[config.mk]
export PLATFORM = sky130hd
export DESIGN_NAME = wac_spi_scheduler
export DESIGN_NICKNAME = d
export VERILOG_FILES = /design/src/rtl/wac_spi_scheduler.sv
export SDC_FILE = /design/constraint.sdc
export NUM_CORES = 1
export LEC_CHECK = 0
export BUFFER_PORTS_ARGS = -buffer_cell sky130_fd_sc_hd__buf_2
export CAP_MARGIN = 10
export CORE_ASPECT_RATIO = 1.25
export CORE_UTILIZATION = 33
export DETAILED_ROUTE_END_ITERATION = 6
export MAX_ROUTING_LAYER = met4
export SLEW_MARGIN = 25
export SYNTH_ARGS = -nofsm -noshare
export SYNTH_HDL_FRONTEND = slang
export SYNTH_SLANG_ARGS = --single-unit
export TNS_END_PERCENT = 5
[constraint.sdc]
create_clock -name clk -period 2.3 [get_ports clk]
set_input_delay 0.115 -clock clk [delete_from_list [all_inputs] [get_ports clk]]
set_output_delay 0.115 -clock clk [all_outputs]
set_load 0.02 [all_outputs]
[src/rtl/wac_spi_scheduler.sv]
// ---------------------------------------------------------------------------
// wac_spi_scheduler
//
// Shared serial-bus scheduler for the WAC reference chain. Four requesters
// (source 0 = DAC, sources 1..3 = digital pots 1..3) share one SCLK/SDI
// pair. Requests are granted round-robin and the granted word is sent
// MSB-first. The block drives the DAC sync and the three pot chip selects.
//
// Parameters
//   CLK_DIV   clk cycles per SCLK half-period (1..255)
//   DAC_BITS  frame length for source 0 (<=16)
//   POT_BITS  frame length for sources 1..3 (<=16, low bits of the word)
//   GAP_CYC   clk cycles all selects stay high after a frame (>=1)
//
// Ports
//   clk       in   system clock
//   rst       in   synchronous reset, active high
//   req       in   [3:0] level request per source
//   reqData   in   [63:0] word per source, [16*i+15:16*i] for source i
//   grant     out  [3:0] one-hot, high for the whole frame of the served source
//   done      out  one-cycle pulse at frame end
//   busy      out  high from grant to the end of the inter-frame gap
//   sclkDac   out  shared serial clock, idle low
//   sdiDac    out  shared serial data
//   syncDac   out  DAC frame select, active low
//   csPot     out  [2:0] pot selects, active low, [k] = pot k+1
//   frameCnt  out  [15:0] completed-frame counter (only with the macro below)
//
// Build option
//   WAC_SPI_FRAME_CNT_EN : adds the frameCnt output, counting every done
//                          pulse and wrapping 0xFFFF -> 0x0000.
// ---------------------------------------------------------------------------
module wac_spi_scheduler #(
  parameter int CLK_DIV  = 4,
  parameter int DAC_BITS = 16,
  parameter int POT_BITS = 8,
  parameter int GAP_CYC  = 4
) (
  input  logic        clk,
  input  logic        rst,
  input  logic [3:0]  req,
  input  logic [63:0] reqData,
  output logic [3:0]  grant,
  output logic        done,
  output logic        busy,
  output logic        sclkDac,
  output logic        sdiDac,
  output logic        syncDac,
  output logic [2:0]  csPot
`ifdef WAC_SPI_FRAME_CNT_EN
  ,
  output logic [15:0] frameCnt
`endif
);

  // Timing constants. The phase counter walks 0..2N: phase 0 is the
  // select-to-first-edge setup, odd phases are SCLK high, even phases
  // after 0 are SCLK low, and the final low phase is the hold time.
  localparam logic [7:0]  DIV_LAST    = 8'(CLK_DIV - 1);
  localparam logic [5:0]  DAC_LAST_PH = 6'(2 * DAC_BITS);
  localparam logic [5:0]  POT_LAST_PH = 6'(2 * POT_BITS);
  localparam logic [15:0] GAP_LAST    = 16'(GAP_CYC - 1);
  localparam int          DAC_ALIGN   = 16 - DAC_BITS;
  localparam int          POT_ALIGN   = 16 - POT_BITS;

  typedef enum logic [1:0] {
    ST_IDLE,
    ST_SHIFT,
    ST_GAP
  } state_t;

  state_t      state_reg;
  logic [3:0]  grant_reg;
  logic        done_reg;
  logic        busy_reg;
  logic        sclk_reg;
  logic        sdi_reg;
  logic [3:0]  sel_n_reg;       // [0] = DAC sync, [3:1] = pot selects
  logic [1:0]  rr_ptr_reg;
  logic [1:0]  served_reg;
  logic [14:0] shift_reg;       // bits still to send, next one at [14]
  logic [7:0]  div_cnt_reg;
  logic [5:0]  phase_reg;
  logic [5:0]  last_phase_reg;
  logic [15:0] gap_cnt_reg;
`ifdef WAC_SPI_FRAME_CNT_EN
  logic [15:0] frame_cnt_reg;
`endif

  // Per-source word view of the packed request data.
  logic [15:0] src_word [4];

  genvar gi;
  generate
    for (gi = 0; gi < 4; gi++) begin : g_unpack
      assign src_word[gi] = reqData[16*gi +: 16];
    end
  endgenerate

  // Round-robin pick: scan downward from the farthest candidate so the
  // last hit is the one nearest to rr_ptr_reg (scanning upward, wrapping).
  logic [1:0] pick_idx;
  logic       pick_valid;
  logic [1:0] scan_idx;

  always_comb begin
    pick_idx   = 2'd0;
    pick_valid = 1'b0;
    scan_idx   = 2'd0;
    for (int k = 3; k >= 0; k--) begin
      scan_idx = rr_ptr_reg + 2'(k);
      if (req[scan_idx]) begin
        pick_idx   = scan_idx;
        pick_valid = 1'b1;
      end
    end
  end

  // Word of the picked source, left-aligned so its MSB sits in bit 15.
  // Pot frames carry the low POT_BITS of the word.
  logic [15:0] pick_word;
  logic [5:0]  pick_last_ph;
  logic [3:0]  pick_onehot;

  always_comb begin
    pick_word    = 16'd0;
    pick_last_ph = POT_LAST_PH;
    if (pick_idx == 2'd0) begin
      pick_word    = src_word[0] << DAC_ALIGN;
      pick_last_ph = DAC_LAST_PH;
    end else begin
      pick_word    = src_word[pick_idx] << POT_ALIGN;
    end
    pick_onehot = 4'b0001 << pick_idx;
  end

  always_ff @(posedge clk) begin
    if (rst) begin
      state_reg      <= ST_IDLE;
      grant_reg      <= 4'b0000;
      done_reg       <= 1'b0;
      busy_reg       <= 1'b0;
      sclk_reg       <= 1'b0;
      sdi_reg        <= 1'b0;
      sel_n_reg      <= 4'b1111;
      rr_ptr_reg     <= 2'd0;
      served_reg     <= 2'd0;
      shift_reg      <= 15'd0;
      div_cnt_reg    <= 8'd0;
      phase_reg      <= 6'd0;
      last_phase_reg <= 6'd0;
      gap_cnt_reg    <= 16'd0;
`ifdef WAC_SPI_FRAME_CNT_EN
      frame_cnt_reg  <= 16'd0;
`endif
    end else begin
      done_reg <= 1'b0;
      case (state_reg)
        ST_IDLE: begin
          if (pick_valid) begin
            // Latch the word now; later reqData changes cannot disturb
            // the frame. MSB is on sdi together with the falling select.
            grant_reg      <= pick_onehot;
            sel_n_reg      <= ~pick_onehot;
            busy_reg       <= 1'b1;
            sdi_reg        <= pick_word[15];
            shift_reg      <= pick_word[14:0];
            served_reg     <= pick_idx;
            last_phase_reg <= pick_last_ph;
            div_cnt_reg    <= 8'd0;
            phase_reg      <= 6'd0;
            sclk_reg       <= 1'b0;
            state_reg      <= ST_SHIFT;
          end
        end

        ST_SHIFT: begin
          if (div_cnt_reg == DIV_LAST) begin
            div_cnt_reg <= 8'd0;
            if (phase_reg == last_phase_reg) begin
              // Hold phase finished: release select, drop grant and
              // pulse done in the same cycle.
              sel_n_reg   <= 4'b1111;
              grant_reg   <= 4'b0000;
              done_reg    <= 1'b1;
              sclk_reg    <= 1'b0;
              sdi_reg     <= 1'b0;
              rr_ptr_reg  <= served_reg + 2'd1;
              gap_cnt_reg <= 16'd0;
              state_reg   <= ST_GAP;
`ifdef WAC_SPI_FRAME_CNT_EN
              frame_cnt_reg <= frame_cnt_reg + 16'd1;
`endif
            end else begin
              phase_reg <= phase_reg + 6'd1;
              if (!phase_reg[0]) begin
                // Low (or setup) phase ends: rising edge, slave samples.
                sclk_reg <= 1'b1;
              end else begin
                // High phase ends: falling edge, advance data unless the
                // coming low phase is the final hold phase.
                sclk_reg <= 1'b0;
                if (phase_reg + 6'd1 != last_phase_reg) begin
                  sdi_reg   <= shift_reg[14];
                  shift_reg <= {shift_reg[13:0], 1'b0};
                end
              end
            end
          end else begin
            div_cnt_reg <= div_cnt_reg + 8'd1;
          end
        end

        ST_GAP: begin
          if (gap_cnt_reg == GAP_LAST) begin
            busy_reg  <= 1'b0;
            state_reg <= ST_IDLE;
          end else begin
            gap_cnt_reg <= gap_cnt_reg + 16'd1;
          end
        end

        default: begin
          state_reg <= ST_IDLE;
        end
      endcase
    end
  end

  assign grant   = grant_reg;
  assign done    = done_reg;
  assign busy    = busy_reg;
  assign sclkDac = sclk_reg;
  assign sdiDac  = sdi_reg;
  assign syncDac = sel_n_reg[0];
  assign csPot   = sel_n_reg[3:1];
`ifdef WAC_SPI_FRAME_CNT_EN
  assign frameCnt = frame_cnt_reg;
`endif

endmodule

==> run metrics <==
initial antenna violation count 0; Place WS 0.0734 ns; DP HPWL 5.96 mm; CTS sink cnt 65; sw frac 0.261; Worst Path Required 2.53 ns; ys async rst share 0; Pwr Density 751 nW/um^2; vias in the first global route 3044; Sw Pwr 0.825 mW; DR vias 3246; Starting DRT DRC Count 110; critical path peak fanout 7; Tmin final 2.18 ns; Syn Nets 492; GP Congestion 0.806; Critical Path End Type flip-flop; Gate power share 0.149; status finished, final reports clean; total track usage 0.170; worst vdd ir 435 uV; Reg power frac 0.389; worst endpoint data arrival time 2.41 ns; critical path type flip-flop to flip-flop; die width 92.7 um; Port Buffers 57; CTS root buffer clkbuf_16; crit path from phase_reg[1]; synth warn 0; EDFF count, synth 0; Post-synth top flop dfxtp_1; wire length on met1 3.66 mm; router iterations before antenna repair 4; headroom to the max-slew limit 0.460; CORE AREA 10100 sq um; Synth top area share 0.384; Max-cap violations 0; pin count of the biggest net entering global routing 33; final period utilization 0.948; length of routed met3 wiring 325 um; Pleak 1.66 nW; WL final 8.20 mm; ANT nets after route 0; # diodes 0; Fill cells 1055; register area 1300 sq um; DR DRC count 0; multi-input logic area 1950 sq um; number of synthesized register bits 65; Avg Cell Area, Syn 8.13 sq um; max reg flops 16; share of cells above drive strength 1 0.230; Int Pwr 2.34 mW; DIE HEIGHT 115 um; Yosys cell types 59; clock-pin slew on the worst setup and hold paths 0.06 ns; row cnt 41; cell taking the most area after synthesis dfxtp_1; Final WS setup 0.120 ns; fmax 459 MHz; die footprint 10700 sq um; Slew Viols, Final 0; met2 WL 3.96 mm; r2r endpoint gap_cnt_reg[11]; register area share after synthesis 0.384; worst r2r src phase_reg[1]; Ports 82; HP Class primary input to flip-flop; nets 557; Avg WL per Cell 13.3 um; uppermost layer routed met4; crit path capture gap_cnt_reg[11]; Mapped Area 3390 sq um; Commonest cells post-synth dfxtp_1, nor2_1, nand2_1; most frequent cell after synthesis dfxtp_1; number of H-tree levels 3; RSZ-0062 raised after global routing yes; CTS Buf Count 9; r2r worst-path depth 8; DR vias/cell 5.27; final-report hold violation count 0; Finished Core Util 0.419; Worst Tran Pin Value 0.801 ns; skew final 0.00741 ns; Area contributors post-synth dfxtp_1, nor2_1, a21oi_1; R2R Setup Slk 0.12 ns; Synth Instances 417; CTS Buffer Depth 2; global-route wire length before repair 14.0 mm; Clk Latency, worst-skew pair 0.33 ns; Startpoint Class flip-flop; CTS tree done; grt ovf 0; P&R area growth vs syn 24.3%; endpoints failing setup 0; power share of the clock group 0.461; Initial Util 0.337
[worst max-delay path, cell delays in order, from the launching register on]
cell     delay (ns)
dfxtp_1        0.37
inv_1          0.08
ha_1           0.15
nor3b_1        0.38
and3_1         0.27
a21oi_2        0.09
or4_4          0.53
xor2_1         0.18
nor2_2         0.04
[per-layer routing]
metal	vias up	GRT usage
met5	-	-
met4	0	0.0903
met3	20	0.0364
met2	77	0.279
met1	1504	0.194
li1	1645	-
[power by group through the flow]
stage | Sequential [mW] | Combinational [mW] | Clock [mW]
floorplan | 1.26 | 0.303 | 0
CTS | 1.23 | 0.473 | 1.50
detailed placement | 1.26 | 0.473 | 0
global route | 1.24 | 0.532 | 1.53
global placement | 1.25 | 0.462 | 0
finish | 1.23 | 0.472 | 1.46
[layout make-up]
| type | instances | area share |
|---|---|---|
| Clock buffer | 10 | 0.0543 |
| Clock inverter | 6 | 0.0214 |
| Inverter | 13 | 0.0116 |
| Multi-Input combinational cell | 317 | 0.462 |
| Sequential cell | 65 | 0.309 |
| Tap cell | 129 | 0.0383 |
| Timing Repair Buffer | 76 | 0.104 |
[through the flow]
step | power, mW | cells | cell area (sq um) | setup TNS [ns] | hold slack (ns)
detailed placement | 1.73 | 599 | 3890 | 0 | 0.393
global route | 3.30 | 616 | 4220 | -0.167 | 0.0690
global placement | 1.72 | 599 | 3890 | 0 | 0.388
finish | 3.17 | 616 | 4220 | 0 | 0.0476
CTS | 3.20 | 615 | 4210 | 0 | 0.0384
floorplan | 1.57 | 417 | 3390 | 0 | 0.269
[how the worst min path moves through the flow]
stage,from,endpoint,slack (ns),cells past startpoint
floorplan,reqData[0],shift_reg[0],0.27,2
global placement,reqData[0],shift_reg[0],0.39,3
detailed placement,reqData[0],shift_reg[0],0.39,3
CTS,reqData[0],shift_reg[0],0.04,3
global route,reqData[6],shift_reg[6],0.07,3
finish,reqData[0],shift_reg[0],0.05,3
[placed cells by master (no fill, tap or decap), types with 9 or more instances in the layout]
cell type | Yosys | routed
nand2_1 | 31 | 31
nand2b_1 | 10 | 10
nand3_1 | 14 | 14
buf_2 | 4 | 57
xor2_1 | 10 | 10
dfxtp_1 | 65 | 65
nor3_1 | 13 | 13
xnor2_1 | 9 | 9
buf_4 | 3 | 18
nor2_1 | 62 | 62
a311oi_1 | 14 | 14
nand4_1 | 13 | 13
o21ai_0 | 14 | 13
a21oi_1 | 30 | 30
inv_1 | 13 | 13
clkbuf_16 | 0 | 9
[cells by family after synthesis]
group	synth area share
simple gates	0.287
compound gates	0.189
flops	0.384
buf+inv	0.0435
xor+xnor	0.0491
mux	0.0291
fa+ha+maj	0.0184
[repair_timing]
action,CTS,global route
hold buffers,0,0
gates resized for setup,0,2
buffers inserted,0,1
endpoints found under the setup margin,0,20
No activity file was read; power rests on OpenSTA's default activity.
